**src/rtl/serial_pkg.sv**
```systemverilog
`default_nettype none
// +----------------------------------------------------------------------------+
// | Package     : serial_pkg                                                   |
// | Description : Line-level constants, FSM state encoding and parity helper   |
// |               shared by the serial transmit and receive paths.             |
// | Contents    : deframe_state_e, LINE_IDLE/LINE_START/LINE_STOP,            |
// |               PARITY_EVEN, parity_match()                                  |
// | Revision    : 1.0  initial release                                         |
// +----------------------------------------------------------------------------+
package serial_pkg;

  // Frame sequencing states of the deframer.
  typedef enum logic [1:0] {
    ST_IDLE   = 2'd0,
    ST_DATA   = 2'd1,
    ST_PARITY = 2'd2,
    ST_STOP   = 2'd3
  } deframe_state_e;

  // Line levels: an idle line sits low, a frame opens with a high start bit and
  // closes with a low stop bit.
  localparam logic LINE_IDLE  = 1'b0;
  localparam logic LINE_START = 1'b1;
  localparam logic LINE_STOP  = 1'b0;

  // XOR over data bits plus parity bit must equal this value (even parity).
  localparam logic PARITY_EVEN = 1'b0;

  // True when the parity bit is consistent with the XOR-reduced data word.
  function automatic logic parity_match(input logic data_xor, input logic parity_bit);
    return ((data_xor ^ parity_bit) == PARITY_EVEN);
  endfunction

endpackage
`default_nettype wire

```
**src/rtl/serial_deframer_if.sv**
```systemverilog
`default_nettype none
// +----------------------------------------------------------------------------+
// | Interface   : serial_deframer_if                                           |
// | Description : Parallel output side of the serial deframer: received word   |
// |               with valid/ready handshake plus error reporting.             |
// | Signals     : data_out   [WIDTH]     received word                         |
// |               data_valid             holding register full                 |
// |               data_ready             consumer accepts the word             |
// |               parity_err/frame_err/overrun  one-cycle error pulses         |
// |               err_count  [ERR_CNT_W] saturating error-frame count          |
// | Modports    : master (deframer side), slave (consumer side)                |
// | Revision    : 1.0  initial release                                         |
// +----------------------------------------------------------------------------+
interface serial_deframer_if #(
  parameter int WIDTH     = 8,
  parameter int ERR_CNT_W = 8
);

  logic [WIDTH-1:0]     data_out;
  logic                 data_valid;
  logic                 data_ready;
  logic                 parity_err;
  logic                 frame_err;
  logic                 overrun;
  logic [ERR_CNT_W-1:0] err_count;

  modport master (
    output data_out,
    output data_valid,
    input  data_ready,
    output parity_err,
    output frame_err,
    output overrun,
    output err_count
  );

  modport slave (
    input  data_out,
    input  data_valid,
    output data_ready,
    input  parity_err,
    input  frame_err,
    input  overrun,
    input  err_count
  );

endinterface
`default_nettype wire

```
**src/rtl/deframe_hold_reg.sv**
```systemverilog
`default_nettype none
// +----------------------------------------------------------------------------+
// | Module      : deframe_hold_reg                                             |
// | Description : WIDTH-bit output holding register with valid/ready.          |
// |               Arbitrates between loading a new good word, consumption by   |
// |               the downstream side and overrun when the register stays full.|
// | Ports       : clk, rst        clock, synchronous active-high reset         |
// |               i_load          a good word completes this cycle             |
// |               i_load_data     the completing word                          |
// |               i_ready         consumer ready                               |
// |               o_data/o_valid  held word and its valid flag                 |
// |               o_overrun       registered one-cycle overrun pulse           |
// |               o_lost          combinational: word is being dropped now     |
// | Revision    : 1.0  initial release                                         |
// +----------------------------------------------------------------------------+
module deframe_hold_reg #(
  parameter int WIDTH = 8
) (
  input  wire logic             clk,
  input  wire logic             rst,
  input  wire logic             i_load,
  input  wire logic [WIDTH-1:0] i_load_data,
  input  wire logic             i_ready,
  output logic      [WIDTH-1:0] o_data,
  output logic                  o_valid,
  output logic                  o_overrun,
  output logic                  o_lost
);

  logic [WIDTH-1:0] r_data;
  logic             r_valid;
  logic             r_overrun;
  logic             w_full_stays;

  // The register only stays occupied when it holds a word nobody takes this edge.
  assign w_full_stays = r_valid & ~i_ready;
  assign o_lost       = i_load & w_full_stays;

  always_ff @(posedge clk) begin
    if (rst) begin
      r_data    <= '0;
      r_valid   <= 1'b0;
      r_overrun <= 1'b0;
    end else begin
      r_overrun <= 1'b0;
      if (i_load) begin
        if (w_full_stays) begin
          // Keep the unread word; the new one is lost.
          r_overrun <= 1'b1;
        end else begin
          // Either empty or being consumed on this same edge: replace.
          r_data  <= i_load_data;
          r_valid <= 1'b1;
        end
      end else if (r_valid && i_ready) begin
        r_valid <= 1'b0;
      end
    end
  end

  assign o_data    = r_data;
  assign o_valid   = r_valid;
  assign o_overrun = r_overrun;

endmodule
`default_nettype wire

```
**src/rtl/serial_deframer.sv**
```systemverilog
`default_nettype none
// +----------------------------------------------------------------------------+
// | Module      : serial_deframer                                              |
// | Description : Receive side of the one-bit-per-clock serial link. Hunts for |
// |               a start bit, shifts in WIDTH bits MSB-first, checks even     |
// |               parity and the stop bit, and hands good words to a           |
// |               valid/ready holding register. Bad or overrun frames are      |
// |               dropped, pulsed, and counted in a saturating counter.        |
// | Ports       : clk        clock, all logic on posedge                       |
// |               rst        synchronous active-high reset                     |
// |               serial_in  line input (idle 0, start 1, data, parity, stop 0)|
// |               dout       serial_deframer_if.master output bundle           |
// | Revision    : 1.0  initial release                                         |
// +----------------------------------------------------------------------------+
module serial_deframer
  import serial_pkg::*;
#(
  parameter int WIDTH     = 8,
  parameter int ERR_CNT_W = 8
) (
  input  wire logic          clk,
  input  wire logic          rst,
  input  wire logic          serial_in,
  serial_deframer_if.master  dout
);

  localparam int                     CNT_W       = $clog2(WIDTH + 1);
  localparam logic [CNT_W-1:0]       C_LAST_BIT  = CNT_W'(WIDTH - 1);
  localparam logic [ERR_CNT_W-1:0]   C_ERR_MAX   = '1;

  deframe_state_e       r_state;
  logic [CNT_W-1:0]     r_bit_cnt;
  logic [WIDTH-1:0]     r_shift;
  logic                 r_parity_ok;
  logic                 r_parity_err;
  logic                 r_frame_err;
  logic [ERR_CNT_W-1:0] r_err_count;

  logic                 w_stop_ok;
  logic                 w_frame_done;
  logic                 w_good;
  logic                 w_bad;
  logic                 w_lost;
  logic                 w_count_evt;
  logic [WIDTH-1:0]     w_hold_data;
  logic                 w_hold_valid;
  logic                 w_hold_overrun;

  // Frame verdict is formed on the edge that samples the stop bit, so the
  // holding register can load on that very edge.
  assign w_stop_ok    = (serial_in == LINE_STOP);
  assign w_frame_done = (r_state == ST_STOP);
  assign w_good       = w_frame_done & w_stop_ok & r_parity_ok;
  assign w_bad        = w_frame_done & ~w_good;

  // Overrun can only hit a good frame, so it never coincides with w_bad and a
  // frame adds at most one to the counter.
  assign w_count_evt  = w_bad | w_lost;

  always_ff @(posedge clk) begin
    if (rst) begin
      r_state      <= ST_IDLE;
      r_bit_cnt    <= '0;
      r_shift      <= '0;
      r_parity_ok  <= 1'b0;
      r_parity_err <= 1'b0;
      r_frame_err  <= 1'b0;
      r_err_count  <= '0;
    end else begin
      r_parity_err <= 1'b0;
      r_frame_err  <= 1'b0;

      case (r_state)
        ST_IDLE: begin
          if (serial_in == LINE_START) begin
            r_state   <= ST_DATA;
            r_bit_cnt <= '0;
          end
        end
        ST_DATA: begin
          r_shift   <= {r_shift[WIDTH-2:0], serial_in};
          r_bit_cnt <= r_bit_cnt + 1'b1;
          if (r_bit_cnt == C_LAST_BIT) begin
            r_state <= ST_PARITY;
          end
        end
        ST_PARITY: begin
          r_parity_ok <= parity_match(^r_shift, serial_in);
          r_state     <= ST_STOP;
        end
        ST_STOP: begin
          // A high stop bit is a framing error, never a new start bit.
          r_frame_err  <= ~w_stop_ok;
          r_parity_err <= ~r_parity_ok;
          r_state      <= ST_IDLE;
        end
        default: begin
          r_state <= ST_IDLE;
        end
      endcase

      if (w_count_evt && (r_err_count != C_ERR_MAX)) begin
        r_err_count <= r_err_count + 1'b1;
      end
    end
  end

  deframe_hold_reg #(
    .WIDTH (WIDTH)
  ) u_hold (
    .clk         (clk),
    .rst         (rst),
    .i_load      (w_good),
    .i_load_data (r_shift),
    .i_ready     (dout.data_ready),
    .o_data      (w_hold_data),
    .o_valid     (w_hold_valid),
    .o_overrun   (w_hold_overrun),
    .o_lost      (w_lost)
  );

  assign dout.data_out   = w_hold_data;
  assign dout.data_valid = w_hold_valid;
  assign dout.overrun    = w_hold_overrun;
  assign dout.parity_err = r_parity_err;
  assign dout.frame_err  = r_frame_err;
  assign dout.err_count  = r_err_count;

endmodule
`default_nettype wire
```
**src/flat_wrapper.sv**
```systemverilog
// flat-port wrapper written by rule: the top's interface ports become plain ports
module serial_deframer_flat import serial_pkg::*;
#(
  parameter int WIDTH     = 8,
  parameter int ERR_CNT_W = 8
)
  (clk, rst, serial_in, dout_data_out, dout_data_valid, dout_data_ready, dout_parity_err, dout_frame_err, dout_overrun, dout_err_count);
  serial_deframer_if #(.WIDTH(WIDTH), .ERR_CNT_W(ERR_CNT_W)) dout_i ();
  input  wire logic clk;
  input  wire logic rst;
  input  wire logic serial_in;
  output wire logic [$bits(dout_i.data_out)-1:0] dout_data_out;
  output wire logic [$bits(dout_i.data_valid)-1:0] dout_data_valid;
  input wire logic [$bits(dout_i.data_ready)-1:0] dout_data_ready;
  output wire logic [$bits(dout_i.parity_err)-1:0] dout_parity_err;
  output wire logic [$bits(dout_i.frame_err)-1:0] dout_frame_err;
  output wire logic [$bits(dout_i.overrun)-1:0] dout_overrun;
  output wire logic [$bits(dout_i.err_count)-1:0] dout_err_count;
  assign dout_data_out = dout_i.data_out;
  assign dout_data_valid = dout_i.data_valid;
  assign dout_i.data_ready = dout_data_ready;
  assign dout_parity_err = dout_i.parity_err;
  assign dout_frame_err = dout_i.frame_err;
  assign dout_overrun = dout_i.overrun;
  assign dout_err_count = dout_i.err_count;
  serial_deframer #(.WIDTH(WIDTH), .ERR_CNT_W(ERR_CNT_W)) u_core (.clk(clk), .rst(rst), .serial_in(serial_in), .dout(dout_i));
endmodule
```
**config.mk**
```make
export PLATFORM = sky130hd
export DESIGN_NAME = serial_deframer_flat
export DESIGN_NICKNAME = d
export VERILOG_FILES = /design/src/rtl/serial_pkg.sv /design/src/rtl/serial_deframer_if.sv /design/src/rtl/deframe_hold_reg.sv /design/src/rtl/serial_deframer.sv /design/src/flat_wrapper.sv
export SDC_FILE = /design/constraint.sdc
export NUM_CORES = 1
export LEC_CHECK = 0
export ABC_AREA = 0
export CELL_PAD_IN_SITES_DETAIL_PLACEMENT = 2
export CELL_PAD_IN_SITES_GLOBAL_PLACEMENT = 2
export CORE_ASPECT_RATIO = 1.2
export CORE_UTILIZATION = 30
export DETAILED_ROUTE_END_ITERATION = 8
export PLACE_DENSITY_LB_ADDON = 0.1
export REMOVE_ABC_BUFFERS = 1
export SKIP_LAST_GASP = 1
export SLEW_MARGIN = 20
export SYNTH_ARGS = -nofsm -noshare
export SYNTH_HDL_FRONTEND = slang
export SYNTH_HIERARCHICAL = 1
export SYNTH_SLANG_ARGS = --single-unit
```
**constraint.sdc**
```tcl
create_clock -name clk -period 2.2 [get_ports clk]
set_clock_uncertainty 0.15 [all_clocks]
set_input_delay 0.55 -clock clk [delete_from_list [all_inputs] [get_ports clk]]
set_output_delay 0.55 -clock clk [all_outputs]
set_load 0.005 [all_outputs]
```
## Yosys cells after proc, flatten, opt, wreduce, memory -nomap -nowiden

Index checks and enable logic that the tools add are counted.

- Output and inout bits: 20
- Logic and storage cells: 55
- Bits in writable memories: 0
- Bits of input ports: 4
- Memories kept: 0
- Register bits: 35
- Memory bits (read-only): 0
- Bits in latches: 0

- Shifts and indexed selects: 0
- Eq/ne operators: 8
- Reductions and logical operators: 12
- Bitwise operators: 14
- Magnitude comparators: 0
- Mux-type cells: 9
- Add/subtract/negate cells: 2
- Multiply operators: 0
- Div/mod/pow operators: 0

Operators with widths:

| kind | number |
|---|---|
| $add A8 B1 Y8 const B | 1 |
| $ne A8 B8 Y1 const B | 1 |
| $pmux W2 S4 | 1 |
| $pmux W4 S2 | 1 |
| $reduce_and A2 Y1 | 4 |
| $reduce_xor A8 Y1 | 1 |
| $not A1 Y1 | 7 |
| $and A1 B1 Y1 | 5 |
| $add A4 B1 Y4 const B | 1 |
| $eq A2 B2 Y1 const B | 2 |
| $eq A4 B3 Y1 const B | 1 |
| $mux W1 | 4 |
| $mux W2 | 2 |
| $mux W4 | 1 |
| $ne A2 B2 Y1 const B | 2 |
| $reduce_bool A2 Y1 | 2 |
| $reduce_or A2 Y1 | 2 |
| $eq A2 B1 Y1 const B | 1 |
| $logic_and A1 B1 Y1 | 2 |
| $logic_not A2 Y1 | 1 |
| $ne A2 B1 Y1 const B | 1 |
| $or A1 B1 Y1 | 1 |
| $xor A1 B1 Y1 | 1 |

## Depth between registers and ports, before layout

Gate-level depths: netlist of run 1.

- Depth in word-level cells: 7
- Mapped depth: 8

## By module

Netlist of run 1, hierarchy kept.

Modules (own cells, without submodules):

| module | area each (um2) | cells each | sequential area each (um2) | times used |
|---|---|---|---|---|
| serial_deframer | 1237.4 | 132 | 500.5 | 1 |
| deframe_hold_reg | 440.4 | 42 | 200.2 | 1 |

## Least setup slack after synthesis of run 1

Ideal clock, no wire load.

- Path kind: input-to-reg
- Start point: input serial_in
- End point: register u_core.r_err_count[5], in the netlist u_core/dout.err_count[5]
- Stages on the path: 7
- Data required time: 1.929 ns
- Setup slack: 0.074 ns
- Setup time: 0.121 ns
- Arrival: 1.855 ns
- Path through: nand2b_2 -> nor2_1 -> and2_2 -> a21oi_2 -> buf_2 -> nor4_1 -> mux2_2

RTL lines:

| item | RTL line | text |
|---|---|---|
| from (decl) | flat_wrapper.sv:11 | `input wire logic serial_in;` |
| $not A1 Y1 | serial_deframer.sv:51 | `assign w_stop_ok = (serial_in == LINE_STOP);` |
| $and A1 B1 Y1 (2 in a row) | serial_deframer.sv:53 | `assign w_good = w_frame_done & w_stop_ok & r_parity_ok;` |
| via u_core.w_good | serial_deframer.sv:41 | `logic w_good;` |
| $and A1 B1 Y1 | deframe_hold_reg.sv:37 | `assign o_lost = i_load & w_full_stays;` |
| via u_core.w_lost | serial_deframer.sv:43 | `logic w_lost;` |
| $or A1 B1 Y1 | serial_deframer.sv:58 | `assign w_count_evt = w_bad \| w_lost;` |
| $logic_and A1 B1 Y1 | serial_deframer.sv:102 | `if (w_count_evt && (r_err_count != C_ERR_MAX)) begin` |
| to (signal assigned) | serial_deframer.sv:103 | `r_err_count <= r_err_count + 1'b1;` |
| to (decl) | serial_deframer.sv:37 | `logic [ERR_CNT_W-1:0] r_err_count;` |

The timed path passes the listed nets, and every way through them passes these cells.
A chain may end at the register's enable or synchronous reset.

## Final worst setup path of run 1

- Start point: input serial_in
- End point: register u_core.r_err_count[7], in the netlist u_core/dout.err_count[7]

The elaborated chain is that of the path after synthesis.

==> summary.txt, run 1 <==
Pwr
  – Final Power: roughly 0.0017 W
  – Clock network power share: 0.353
  – Seq pwr share: 0.420
  – Cell Pwr Density: around 810 nW/µm²
  – Worst vdd ir: ~0.00038 V
  – Switching Share: 0.293
  – Sw Pwr: slightly above 0.0005 W
  – Comb pwr share: 0.227
  – Cell-internal power: approximately 0.0012 W
  – Leak pwr: ~0.74 nW

Yosys
  – Synth Area in Compound Gates: 0.0969
  – Unique masters post-synth: 39
  – Register area share after synthesis: 0.418
  – Top post-synthesis cells by area: dfxtp_1 (42%), mux2i_1 (10%), nand2b_1 (7.1%)
  – Simple-gate share of the synthesized area: 0.239
  – Yosys top cell by area: dfxtp_1
  – Area share of fa/ha/maj cells after synthesis: 0.0447
  – Mapped Area: about 1700 µm²
  – Async SR Flop Fraction: 0
  – Synth top cells by count: dfxtp_1 (35), nand2b_1 (19), mux2i_1 (17), nor2_1 (17), a21oi_1 (9)
  – Post-synthesis mux area share: 0.108
  – Cells after Synth: 174
  – Main flop type after synthesis: dfxtp_1
  – Synth warn: 6
  – Top-count cell post-synth: dfxtp_1
  – Post-synth top area share: 0.418
  – Largest family of logic cells by synthesized area: simple AND/OR/NAND/NOR gates
  – XOR/XNOR share of the synthesized area: 0.0447
  – Syn_area_per_cell: just under 10 µm²
  – Synth Register Bits: 35
  – Post-synth EDFFs: 0

Drt
  – WL per Instance: 15.5 µm
  – # DRC: 0
  – First-pass DRT Iterations: 2
  – Vias: 1354
  – Routed Antenna Nets: 0
  – Drt initial violations: 29
  – Final wirelength: ~4 mm
  – Vias per inst: about 5.1

Global route
  – Total congestion overflow: 0
  – Grt peak-use layer: met2
  – Tot GR Track Use: 0.156
  – Largest net degree at the start of global routing: between 40 and 50
  – Met1 GRT Util: 0.164
  – M3 GR Usage: 0.0326
  – Global-route wire length before repair: roughly 7.2 mm
  – Initial antenna violation count: 0
  – Vias in the first global route: around 1500
  – GR Layer Usage met2: 0.292

Finish
  – Nets: 213
  – N_diodes: 0
  – Area grow syn2layout: 27.5%
  – Share of cells above drive strength 1: 0.132
  – Layout Cell Area excl Fill: approximately 2100 µm²

Floorplanning
  – Die Area: around 6000 µm²
  – Row count: 29
  – Die Y-Extent: roughly 84 µm
  – Die Width: around 70 µm
  – Io pins: 24
  – Initial core utilization: 0.315
  – Core ar.: between 5000 and 6000 µm²

STA
  – Max_slew headroom: 0.662
  – Tightest Pin Transition: 0.501 ns
  – Tmin final: ~2.1 ns
  – # setup viols final: 0
  – RSZ-0062 raised after global routing: no
  – Fin. max-slew vios: 0
  – Period utilization: 0.964
  – Final hold violation count: 0
  – Min Hold Slack: between 0.3 and 0.4 ns
  – Fmax: between 400 and 500 MHz

Hold path
  – Worst hold-check path type: reg2reg

Critical path
  – Crit path cell chain: clkdlybuf4s50_1, nand2b_2, nor2_2, and2_4, a21oi_4, or4_1, a21oi_1
  – Critical Path Max Stage Delay: around 0.53 ns
  – CP Class: in2reg
  – Worst Path Max Fanout: 10
  – Worst Path Arrival: 2.19 ns
  – Type of origin of the critical path: input pin
  – Crit-path slowest cell: or4_1
  – CP required: about 2.3 ns
  – Crit. End Element: register

Clock tree
  – CTS tree: yes
  – Post-CTS Repair Setup Buffers: 0
  – Worst-Skew Late Latency: roughly 0.29 ns
  – H-tree levels: 2
  – CTS root buf: clkbuf_8
  – Num Clock Sinks: 35
  – Cts hold-fix bufs: 0
  – Inserted Clock Buffers: 5
  – Maximum buffer depth of the clock tree: 2
  – Clk pin slew, worst setup/hold paths: around 0.070 ns

Run
  – Max Cap Viol: 0

Placed design
  – Area after DPL: roughly 2000 µm²
  – Final GP Congestion: 0.682
  – Post-DP HPWL: 2.96 mm
  – Port Buffers: 23

Status
  – Status: complete, no violations
worst max-delay path: cells and delay by family:
kind	cells	cell delay (ns)
and+or+nand+nor	4	1.00
AOI/OAI and AO/OA	2	0.23
buffers and inverters	1	0.42
registers in the layout, summed over array words and instances, names as in the netlist:
signal / cells
u_core/r_state: 2
u_core/dout.frame_err: 1
u_core/dout.parity_err: 1
u_core/dout.err_count: 8
u_core/u_hold/o_overrun: 1
u_core/r_parity_ok: 1
u_core/u_hold/o_valid: 1
u_core/u_hold/o_data: 8
u_core/r_bit_cnt: 4
u_core/r_shift: 8
path summary, 6_finish.rpt:
kind	from	end	slack, ns	cells after the start
worst min register to register	u_core/u_hold/o_data[6]	u_core/u_hold/o_data[6]	0.33	2
worst max register to register	u_core/r_state[0]	u_core/dout.err_count[7]	0.15	7
worst max-delay path	serial_in	u_core/dout.err_count[7]	0.08	7
worst min-delay path	u_core/u_hold/o_data[6]	u_core/u_hold/o_data[6]	0.33	2
metal layers:
layer | share of wire | routed length, µm | up-vias
met5 | 0 | 0 | -
met4 | 0.025 | 103 | 0
met3 | 0.026 | 105 | 8
met2 | 0.55 | 2270 | 20
met1 | 0.40 | 1630 | 666
li1 | - | - | 660
power by group through the flow:
stage                     combinational [W]  sequential [W]  clock (W)
after floorplan                    0.000263        0.000728          0
after global placement             0.000370        0.000734          0
after detailed placement           0.000390        0.000741          0
after CTS                          0.000394        0.000726   0.000636
after global routing               0.000437        0.000734   0.000663
final                              0.000391        0.000725   0.000609
cells in the final DEF, fill, tap and decap left out, types with 6 or more instances in the layout:
master and count:
nor2_1 16, a21oi_1 9, clkbuf_8 6, dfxtp_1 35, clkdlybuf4s50_1 23, buf_4 6
ha_1 6, mux2i_1 17, nand2b_1 19
logic make-up after synthesis:
family / count (synthesis)
DFF: 35
muxes: 18
buffers and inverters: 13
adders and majority gates: 6
AOI/OAI and AO/OA: 26
xor gates and xnor gates: 7
and+or+nand+nor: 69
metrics by stage:
step	setup TNS, ns	setup slack [ns]	utilization	std cells
final	0	0.0786	0.401	266
after global routing	0	0.00671	0.401	266
after CTS	0	0.0197	0.399	266
after detailed placement	-1.84	-0.311	0.376	258
after global placement	-1.38	-0.305	0.376	258
after floorplan	0	0.185	-	165
layout make-up:
class	instances	area [µm²]
repair buffers	31	315
inverters	4	15.0
well taps	62	77.6
clock inverters	2	35.0
flip-flops and latches	35	701
fillers	585	3190
multi-input cells	126	913
clock buffers	6	82.6
what timing repair did:
action,in CTS,in global routing
pin swaps,0,1
setup endpoints to repair,1,6
resized for setup,1,3
(Power assumes the default switching activity.)
==> inputs of run 2 (changes only) <==
--- a/config.mk
+++ b/config.mk
@@ -12,7 +12,6 @@
 export CORE_UTILIZATION = 30
 export DETAILED_ROUTE_END_ITERATION = 8
 export PLACE_DENSITY_LB_ADDON = 0.1
-export REMOVE_ABC_BUFFERS = 1
 export SKIP_LAST_GASP = 1
 export SLEW_MARGIN = 20
 export SYNTH_ARGS = -nofsm -noshare
==> run 2 against run 1 <==
  * Wire length rose by 2.1%
  * Via count fell by 1.7%
  * Sequential power barely moved
  * Combinational power barely moved
  * Hold slack got worse by 0.0012 ns
  * Largest cell class unchanged
==> summary.txt, run 2 (synthesis gave the netlist of run 1 again) <==
Floorplanning
  – Io pins: 24 (unchanged)
  – Die Area: 5900 µm² (unchanged)
  – Die Y-Extent: 83.9 µm (unchanged)
  – Row count: 29 (unchanged)
  – Die Width: 70.3 µm (unchanged)
  – Initial core utilization: 0.315 (unchanged)
  – Core ar.: 5330 µm² (unchanged)

STA
  – Min Hold Slack: 0.328 ns (was 0.329 ns)
  – Tmin final: 2.14 ns (was 2.12 ns)
  – Fin. max-slew vios: 0 (unchanged)
  – Period utilization: 0.975 (was 0.964)
  – # setup viols final: 0 (unchanged)
  – Tightest Pin Transition: 0.482 ns (was 0.501 ns)
  – Max_slew headroom: 0.675 (was 0.662)
  – RSZ-0062 raised after global routing: no (unchanged)
  – Fmax: 466 MHz (was 471 MHz)
  – Final hold violation count: 0 (unchanged)

Critical path
  – Critical Path Max Stage Delay: 0.55 ns (was 0.53 ns)
  – Worst Path Max Fanout: 12 (was 10)
  – R2R cell count: 7 (unchanged)
  – CP required: 2.28 ns (was 2.27 ns)
  – Reg-to-reg setup timing slack: 0.14 ns (was 0.15 ns)
  – Crit-path slowest cell: or4_4 (was or4_1)
  – Worst Path Arrival: 2.22 ns (was 2.19 ns)
  – CP Class: in2reg (unchanged)
  – CP bufs+invs: 1 (unchanged)
  – Crit path depth: 7 (unchanged)
  – Crit. End Element: register (unchanged)
  – Capture point of the worst reg-to-reg path: u_core/dout.err_count[3] (was u_core/dout.err_count[7])
  – Worst path top cell family by delay: simple AND/OR/NAND/NOR gates (unchanged)
  – Crit path cell chain: clkdlybuf4s50_1, nand2b_2, nor2_2, and2_4, a21oi_4, or4_4, a21oi_2 (was clkdlybuf4s50_1, nand2b_2, nor2_2, and2_4, a21oi_4, or4_1, a21oi_1)
  – Type of origin of the critical path: input pin (unchanged)
  – Origin of the critical flop-to-flop path: u_core/r_state[0] (unchanged)

Status
  – Status: complete, no violations (unchanged)

Finish
  – Share of cells above drive strength 1: 0.145 (was 0.132)
  – Area grow syn2layout: 27.7% (was 27.5%)
  – Layout fillers: 578 (was 585)
  – Nets: 216 (was 213)
  – Commonest non-fill, non-tap cell in the layout: dfxtp_1 (unchanged)
  – Most frequent cells in the layout: dfxtp_1 (35), clkdlybuf4s50_1 (23), nand2b_1 (19) (unchanged)
  – Final Non-Filler Cells: 269 (was 266)
  – N_diodes: 0 (unchanged)

Clock tree
  – Worst-Skew Late Latency: 0.29 ns (about the same)
  – Clk pin slew, worst setup/hold paths: 0.07 ns (about the same)
  – H-tree levels: 2 (unchanged)
  – Maximum buffer depth of the clock tree: 2 (unchanged)
  – CTS tree: yes (unchanged)
  – Num Clock Sinks: 35 (unchanged)
  – Cts hold-fix bufs: 0 (unchanged)
  – Post-CTS Repair Setup Buffers: 0 (unchanged)
  – CTS root buf: clkbuf_8 (unchanged)
  – Inserted Clock Buffers: 5 (unchanged)

Pwr
  – Sw Pwr: 0.000495 W (was 0.000506 W)
  – Clock network power share: 0.289 (was 0.353)
  – Comb pwr share: 0.249 (was 0.227)
  – Leak pwr: 0.738 nW (was 0.739 nW)
  – Cell Pwr Density: 734 nW/µm² (was 807 nW/µm²)
  – Worst vdd ir: 0.000337 V (was 0.000380 V)
  – Cell-internal power: 0.00108 W (was 0.00122 W)
  – Switching Share: 0.315 (was 0.293)
  – Seq pwr share: 0.462 (was 0.420)

Drt
  – Vias per inst: 4.95 (was 5.09)
  – Drt initial violations: 55 (was 29)
  – WL per Instance: 15.6 µm (was 15.5 µm)
  – Routed Antenna Nets: 0 (unchanged)
  – Vias: 1331 (was 1354)
  – Final wirelength: 4.20 mm (was 4.11 mm)
  – # DRC: 0 (unchanged)
  – First-pass DRT Iterations: 4 (was 2)

Global route
  – Vias in the first global route: 1454 (was 1533)
  – Initial antenna violation count: 0 (unchanged)
  – Total congestion overflow: 0 (unchanged)
  – Tot GR Track Use: 0.152 (was 0.156)
  – Global-route wire length before repair: 7.03 mm (was 7.22 mm)
  – Largest net degree at the start of global routing: 22 (was 45)

Hold path
  – Worst min-delay path startpoint: u_core/u_hold/o_data[7] (was u_core/u_hold/o_data[6])
  – Hold EP: u_core/u_hold/o_data[7] (was u_core/u_hold/o_data[6])
  – Worst hold-check path type: reg2reg (unchanged)
  – Worst hold stages: 2 (unchanged)

Placed design
  – Final GP Congestion: 0.677 (was 0.682)
  – Post-DP HPWL: 3.13 mm (was 2.96 mm)
  – Placed cell count: 261 (was 258)
  – Port Buffers: 23 (unchanged)

Run
  – Max Cap Viol: 0 (unchanged)

Yosys
  – Syn Nets: about 180
## run 2: metrics by stage
step / worst slack, ns / total power, W / util / TNS (ns) / area [µm²]
floorplan: 0.0745 / 0.00101 / - / 0 / 1680
global placement: -0.287 / 0.00111 / 0.380 / -1.60 / 2030
detailed placement: -0.439 / 0.00113 / 0.380 / -2.38 / 2030
CTS: 0.0137 / 0.00160 / 0.399 / 0 / 2130
global route: 0.000911 / 0.00168 / 0.402 / 0 / 2140
finish: 0.0560 / 0.00157 / 0.402 / 0 / 2140
## run 2: worst reg2reg max path: stages (launching register included)
cell,delay [ns]
dfxtp_1,0.39
ha_1,0.27
inv_1,0.11
nor2_2,0.14
and2_4,0.17
a21oi_4,0.07
or4_4,0.55
a21oi_2,0.15
## run 2: layout make-up
class	count	area, µm²	area share
timing repair buffer	34	338	0.158
inverter	4	15.0	0.00701
clock inverter	1	5.00	0.00234
tap	62	77.6	0.0362
clock buffer	7	76.3	0.0356
sequential	35	701	0.327
multi-input combinational	126	930	0.434
## run 2: layer usage
layer,GRT usage,routed length (µm)
met1,0.178,1840
met4,0.0491,61
met2,0.265,2130
met3,0.0423,160
met5,0,0
## run 2: worst max path at each step
stage / from / end / slack, ns
after floorplan: serial_in / u_core/dout.err_count[5] / 0.07
after global placement: serial_in / u_core/dout.err_count[5] / -0.29
after detailed placement: serial_in / u_core/dout.err_count[5] / -0.44
after CTS: serial_in / u_core/dout.err_count[5] / 0.01
after global routing: serial_in / u_core/dout.err_count[3] / 0.0009
final: serial_in / u_core/dout.err_count[3] / 0.06
## run 2: power by group through the flow
stage / sequential (W) / combinational (W) / clock (W)
after floorplan: 0.000728 / 0.000280 / 0
after detailed placement: 0.000742 / 0.000392 / 0
after global placement: 0.000736 / 0.000371 / 0
after CTS: 0.000727 / 0.000400 / 0.000478
final: 0.000726 / 0.000392 / 0.000454
after global routing: 0.000735 / 0.000437 / 0.000510
## run 2: what timing repair did
item | 4_1_cts | 5_1_grt
endpoints found under the setup margin | 4 | 2
gates resized for setup | 4 | 3
pin swaps | 1 | 1
==> inputs of run 3 (changes only) <==
--- a/config.mk
+++ b/config.mk
@@ -6,9 +6,11 @@
 export NUM_CORES = 1
 export LEC_CHECK = 0
 export ABC_AREA = 0
+export CAP_MARGIN = 5
 export CELL_PAD_IN_SITES_DETAIL_PLACEMENT = 2
 export CELL_PAD_IN_SITES_GLOBAL_PLACEMENT = 2
 export CORE_ASPECT_RATIO = 1.2
+export CORE_MARGIN = 8
 export CORE_UTILIZATION = 30
 export DETAILED_ROUTE_END_ITERATION = 8
 export PLACE_DENSITY_LB_ADDON = 0.1
==> run 3 against run 2 <==
  * Total power grew 1.6%
  * Via count grew 1.6%
  * Register-to-register slack gained 0.03 ns
  * Clock power grew 3%
  * Utilization shrank 1.3 points
  * Combinational power grew 3%
  * Cell count grew 0.74%
  * Critical path depth is the same
  * Fmax grew 1.3%
  * Flip-flop and latch count is the same
  * Critical path type unchanged
==> summary.txt, run 3 (synthesis gave the netlist of run 1 again) <==
Status
  – Status: complete, no violations (unchanged)

Placed design
  – Port Buffers: 23 (unchanged)
  – Pre-CTS setup slack: -0.334 ns (was -0.439 ns)
  – Final GP Congestion: 0.677 (about the same)
  – Post-DP HPWL: 3.25 mm (was 3.13 mm)

STA
  – Fin. max-slew vios: 0 (unchanged)
  – Period utilization: 0.962 (was 0.975)
  – Tightest Pin Transition: 0.522 ns (was 0.482 ns)
  – Fmax: 472 MHz (was 466 MHz)
  – Max_slew headroom: 0.648 (was 0.675)
  – Final hold violation count: 0 (unchanged)
  – RSZ-0062 raised after global routing: no (unchanged)
  – Fin worst setup slack: 0.0831 ns (was 0.0560 ns)
  – Tmin final: 2.12 ns (was 2.14 ns)
  – # setup viols final: 0 (unchanged)

Yosys
  – Syn Nets: 184 (unchanged)

Drt
  – WL per Instance: 16.0 µm (was 15.6 µm)
  – Vias per inst: 4.99 (was 4.95)
  – Vias: 1352 (was 1331)
  – # DRC: 0 (unchanged)
  – Drt initial violations: 37 (was 55)
  – First-pass DRT Iterations: 4 (unchanged)
  – Final wirelength: 4.33 mm (was 4.20 mm)
  – Routed Antenna Nets: 0 (unchanged)

Critical path
  – R2R cell count: 7 (unchanged)
  – CP required: 2.27 ns (was 2.28 ns)
  – CP bufs+invs: 1 (unchanged)
  – Type of origin of the critical path: input pin (unchanged)
  – Crit. End Element: register (unchanged)
  – Worst Path Arrival: 2.19 ns (was 2.22 ns)
  – Critical Path Max Stage Delay: 0.52 ns (was 0.55 ns)
  – CP Class: in2reg (unchanged)
  – Reg-to-reg setup timing slack: 0.17 ns (was 0.14 ns)
  – CP startpoint: serial_in (unchanged)
  – Crit-path slowest cell: or4_1 (was or4_4)
  – Capture point of the worst reg-to-reg path: u_core/dout.err_count[7] (was u_core/dout.err_count[3])
  – Origin of the critical flop-to-flop path: u_core/r_state[1] (was u_core/r_state[0])
  – Crit path cell chain: clkdlybuf4s50_1, nand2b_2, nor2_4, and2_4, a21oi_4, or4_1, a21oi_1 (was clkdlybuf4s50_1, nand2b_2, nor2_2, and2_4, a21oi_4, or4_4, a21oi_2)
  – Worst path top cell family by delay: simple AND/OR/NAND/NOR gates (unchanged)
  – Worst Path Max Fanout: 11 (was 12)

Clock tree
  – CTS tree: yes (unchanged)
  – CTS root buf: clkbuf_8 (unchanged)
  – Worst-Skew Late Latency: 0.28 ns (was 0.29 ns)
  – Num Clock Sinks: 35 (unchanged)
  – Maximum buffer depth of the clock tree: 2 (unchanged)
  – Inserted Clock Buffers: 5 (unchanged)
  – Clk pin slew, worst setup/hold paths: 0.07 ns (about the same)
  – H-tree levels: 2 (unchanged)
  – Post-CTS Repair Setup Buffers: 0 (unchanged)
  – Cts hold-fix bufs: 0 (unchanged)

Floorplanning
  – Die Y-Extent: 97.9 µm (was 83.9 µm)
  – Initial core utilization: 0.304 (was 0.315)
  – Die Width: 84.3 µm (was 70.3 µm)
  – Core ar.: 5520 µm² (was 5330 µm²)
  – Die Area: 8250 µm² (was 5900 µm²)
  – Row count: 30 (was 29)
  – Io pins: 24 (unchanged)

Finish
  – Commonest non-fill, non-tap cell in the layout: dfxtp_1 (unchanged)
  – N_diodes: 0 (unchanged)
  – Share of cells above drive strength 1: 0.150 (was 0.145)
  – Layout fillers: 608 (was 578)
  – Nets: 217 (was 216)
  – Most frequent cells in the layout: dfxtp_1 (35), clkdlybuf4s50_1 (23), nand2b_1 (19) (unchanged)
  – Area grow syn2layout: 27.7% (unchanged)
  – Final Util: 0.388 (was 0.402)

Global route
  – Vias in the first global route: 1443 (was 1454)
  – Largest net degree at the start of global routing: 31 (was 22)
  – Global-route wire length before repair: 7.07 mm (was 7.03 mm)
  – Initial antenna violation count: 0 (unchanged)
  – Total congestion overflow: 0 (unchanged)
  – Tot GR Track Use: 0.104 (was 0.152)

Hold path
  – Hold EP: u_core/u_hold/o_data[4] (was u_core/u_hold/o_data[7])
  – Worst hold-check path type: reg2reg (unchanged)
  – Worst hold stages: 2 (unchanged)
  – Worst min-delay path startpoint: u_core/u_hold/o_data[4] (was u_core/u_hold/o_data[7])

Pwr
  – Worst vdd ir: 0.000334 V (was 0.000337 V)
  – Leak pwr: 0.744 nW (was 0.738 nW)
  – Cell Pwr Density: 746 nW/µm² (was 734 nW/µm²)

Run
  – Max Cap Viol: 0 (unchanged)
==> run 3: cell count changes in the layout (fill, tap and decap cells not counted), sizes merged <==
cell	before	now
clkbuf	7	6
buf	11	12
==> run 3: metrics by stage <==
step	std cells	hold WS (ns)	instance area, µm²	total power (W)	setup TNS (ns)
3_5_place_dp	264	0.322	2020	0.00114	-1.95
5_1_grt	271	0.351	2140	0.00170	0
2_1_floorplan	174	0.294	1680	0.00101	0
4_1_cts	271	0.334	2120	0.00163	0
3_3_place_gp	264	0.312	2020	0.00111	-1.47
6_report	271	0.324	2140	0.00160	0
==> run 3: layout make-up <==
type / count / area [µm²] / share of cell area
clock buffers: 6 / 82.6 / 0.0386
clock inverters: 1 / 5.00 / 0.00234
inverters: 4 / 15.0 / 0.00701
multi-input cells: 126 / 926 / 0.432
flip-flops and latches: 35 / 701 / 0.327
well taps: 64 / 80.1 / 0.0374
repair buffers: 35 / 333 / 0.155
==> run 3: worst min-delay path: stages, from the launching register on <==
cell	delay, ns
dfxtp_1	0.31
nand2b_1	0.06
mux2i_1	0.05
==> run 3: timing repair <==
item / in CTS / in global routing
setup endpoints to repair: 2 / 6
cloned: 0 / 0
pin swaps: 1 / 0
gates resized for setup: 2 / 4
==> run 3: per-layer routing <==
metal  track usage  routed length [µm]  share of wire
met5             0                   0              0
met4        0.0280                  42         0.0097
met3        0.0333                 190          0.044
met2         0.181                2210           0.51
met1         0.117                1880           0.43
==> run 3: power by group <==
group / switching (W) / internal [W]
Sequential: 0.0000484 / 0.000678
Combinational: 0.000223 / 0.000179
Clock: 0.000223 / 0.000246
==> run 3: worst max path at each step <==
stage / endpoint / slack [ns] / cells after the start
after floorplan: u_core/dout.err_count[5] / 0.07 / 7
after global placement: u_core/dout.err_count[5] / -0.29 / 7
after detailed placement: u_core/dout.err_count[5] / -0.33 / 7
after CTS: u_core/dout.err_count[6] / 0.02 / 8
after global routing: u_core/dout.err_count[3] / 0.02 / 7
final: u_core/dout.err_count[7] / 0.08 / 7
==> edit, RTL diff (settings of run 3) <==
Make the reset (`rst`) asynchronous in 2 clocked blocks. Comments in the files are not updated.
--- a/src/rtl/deframe_hold_reg.sv
+++ b/src/rtl/deframe_hold_reg.sv
@@ -36,7 +36,7 @@
   assign w_full_stays = r_valid & ~i_ready;
   assign o_lost       = i_load & w_full_stays;
 
-  always_ff @(posedge clk) begin
+  always_ff @(posedge clk or posedge rst) begin
     if (rst) begin
       r_data    <= '0;
       r_valid   <= 1'b0;
--- a/src/rtl/serial_deframer.sv
+++ b/src/rtl/serial_deframer.sv
@@ -57,7 +57,7 @@
   // frame adds at most one to the counter.
   assign w_count_evt  = w_bad | w_lost;
 
-  always_ff @(posedge clk) begin
+  always_ff @(posedge clk or posedge rst) begin
     if (rst) begin
       r_state      <= ST_IDLE;
       r_bit_cnt    <= '0;
Function: same outputs for any inputs over 10 cycles, from zero or initial values and one cycle with rst high; that may be too few to reach the edited logic, so the function may still have changed.
==> edit against run 3 <==
  * Register-to-register slack better by 0.09 ns
  * Worst hold slack better by 0.038 ns
  * Routed wire length down 14%
  * Sequential share of layout area up 8.0 points
  * Design area up 0.53%
  * Sequential cell count unchanged
  * Synthesized area down 0.89%
  * Worst setup slack better by 0.026 ns
Power is not compared: it rests on default switching activity, and its combinational part moved more than twofold at a synthesized area within 25%.
==> edit: results (changes against run 3) <==
Finish
  • Multi-In Gates: 88 (-30%)
  • Fin nets: 179 (-18%)
  • Nonclk inv count: 6 (+2)
  • Seq area share: 0.407 (+0.0796)
  • Multi-input gate area: 783 um^2 (-15%)
  • NonClk Buf Share: 0.142 (-0.0136)
  • Fillcell total: 555 (-8.7%)
  • ClkCell Share: 0.0413 (+0.000367)
  • Multi-input logic portion of the cell area: 0.364 (-0.0685)

Synth
  • Synth Area in Compound Gates: 0.0579 (-0.0390)
  • Synth cell count leaders: dfrtp_1, mux2_2, nor2_1, mux2_4, nand2_1
  • Async SR Flop Fraction: 1.00 (+1.00)
  • Synthesized net count: 140 (-24%)
  • Synth Flop Type: dfrtp_1
  • Mux share of post-synthesis cell area: 0.167 (+0.0589)

Route
  • Routed WL: 3.73 mm (-14%)
  • Wire per inst: 16.1 um (+0.74%)
  • DRT Pass-1 Iters: 3 (-1)
  • DRT iter0 DRCs: 29 (-22%)

Place
  • Placement Cell Area: 2040 um^2 (+0.80%)
  • Place WS: -0.386 ns (-0.0526 ns)

Critical path
  • Slowest cell delay on critical path: 0.43 ns (-0.09 ns)
  • R2r setup slk: 0.26 ns (+0.09 ns)
  • CP top delay family: buffers and inverters
  • Slowest CP cell: clkdlybuf4s50_1
  • R2R depth: 9 (+2)
  • Crit path DAT: 2.11 ns (-0.08 ns)
  • R2R Path End: u_core/dout.err_count[2]
  • CP max FO: 5 (-6)

Global route
  • GR Util All Layers: 0.0968 (-0.00674)
  • Largest net degree at the start of global routing: 26 (-16%)

Outcome
  • Outcome: finished clean

Timing
  • Final WS setup: 0.109 ns (+0.0258 ns)
  • Final hold slack: 0.361 ns (+0.0376 ns)

Hold path
  • Hold Startpoint: u_core/r_parity_ok

Die
  • Number of well taps: 62 (-3.1%)
==> edit: cell types whose count changed after synthesis, moves of 4 or more <==
cell / run 3 / this run
dfrtp_1: 0 / 35
dfxtp_1: 35 / 0
mux2i_1: 17 / 0
nand2b_1: 19 / 3
mux2_2: 1 / 13
mux2_4: 0 / 8
a21oi_1: 9 / 2
nor2_1: 17 / 11
buf_6: 4 / 0
or4_1: 4 / 0
==> edit: metal layers <==
metal / up-vias / wire length (um) / track usage / share of wire
met2: 22 / 1910 / 0.164 / 0.51
met5: - / 0 / 0 / 0
li1: 527 / - / - / -
met1: 566 / 1590 / 0.106 / 0.43
met4: 0 / 31 / 0.0360 / 0.0083
met3: 4 / 203 / 0.0378 / 0.054
==> edit: kinds of logic after synthesis <==
group,count (synthesis)
DFF,35
adders and majority gates,6
AOI/OAI and AO/OA,13
xor gates and xnor gates,10
and+or+nand+nor,37
buffers and inverters,7
muxes,22
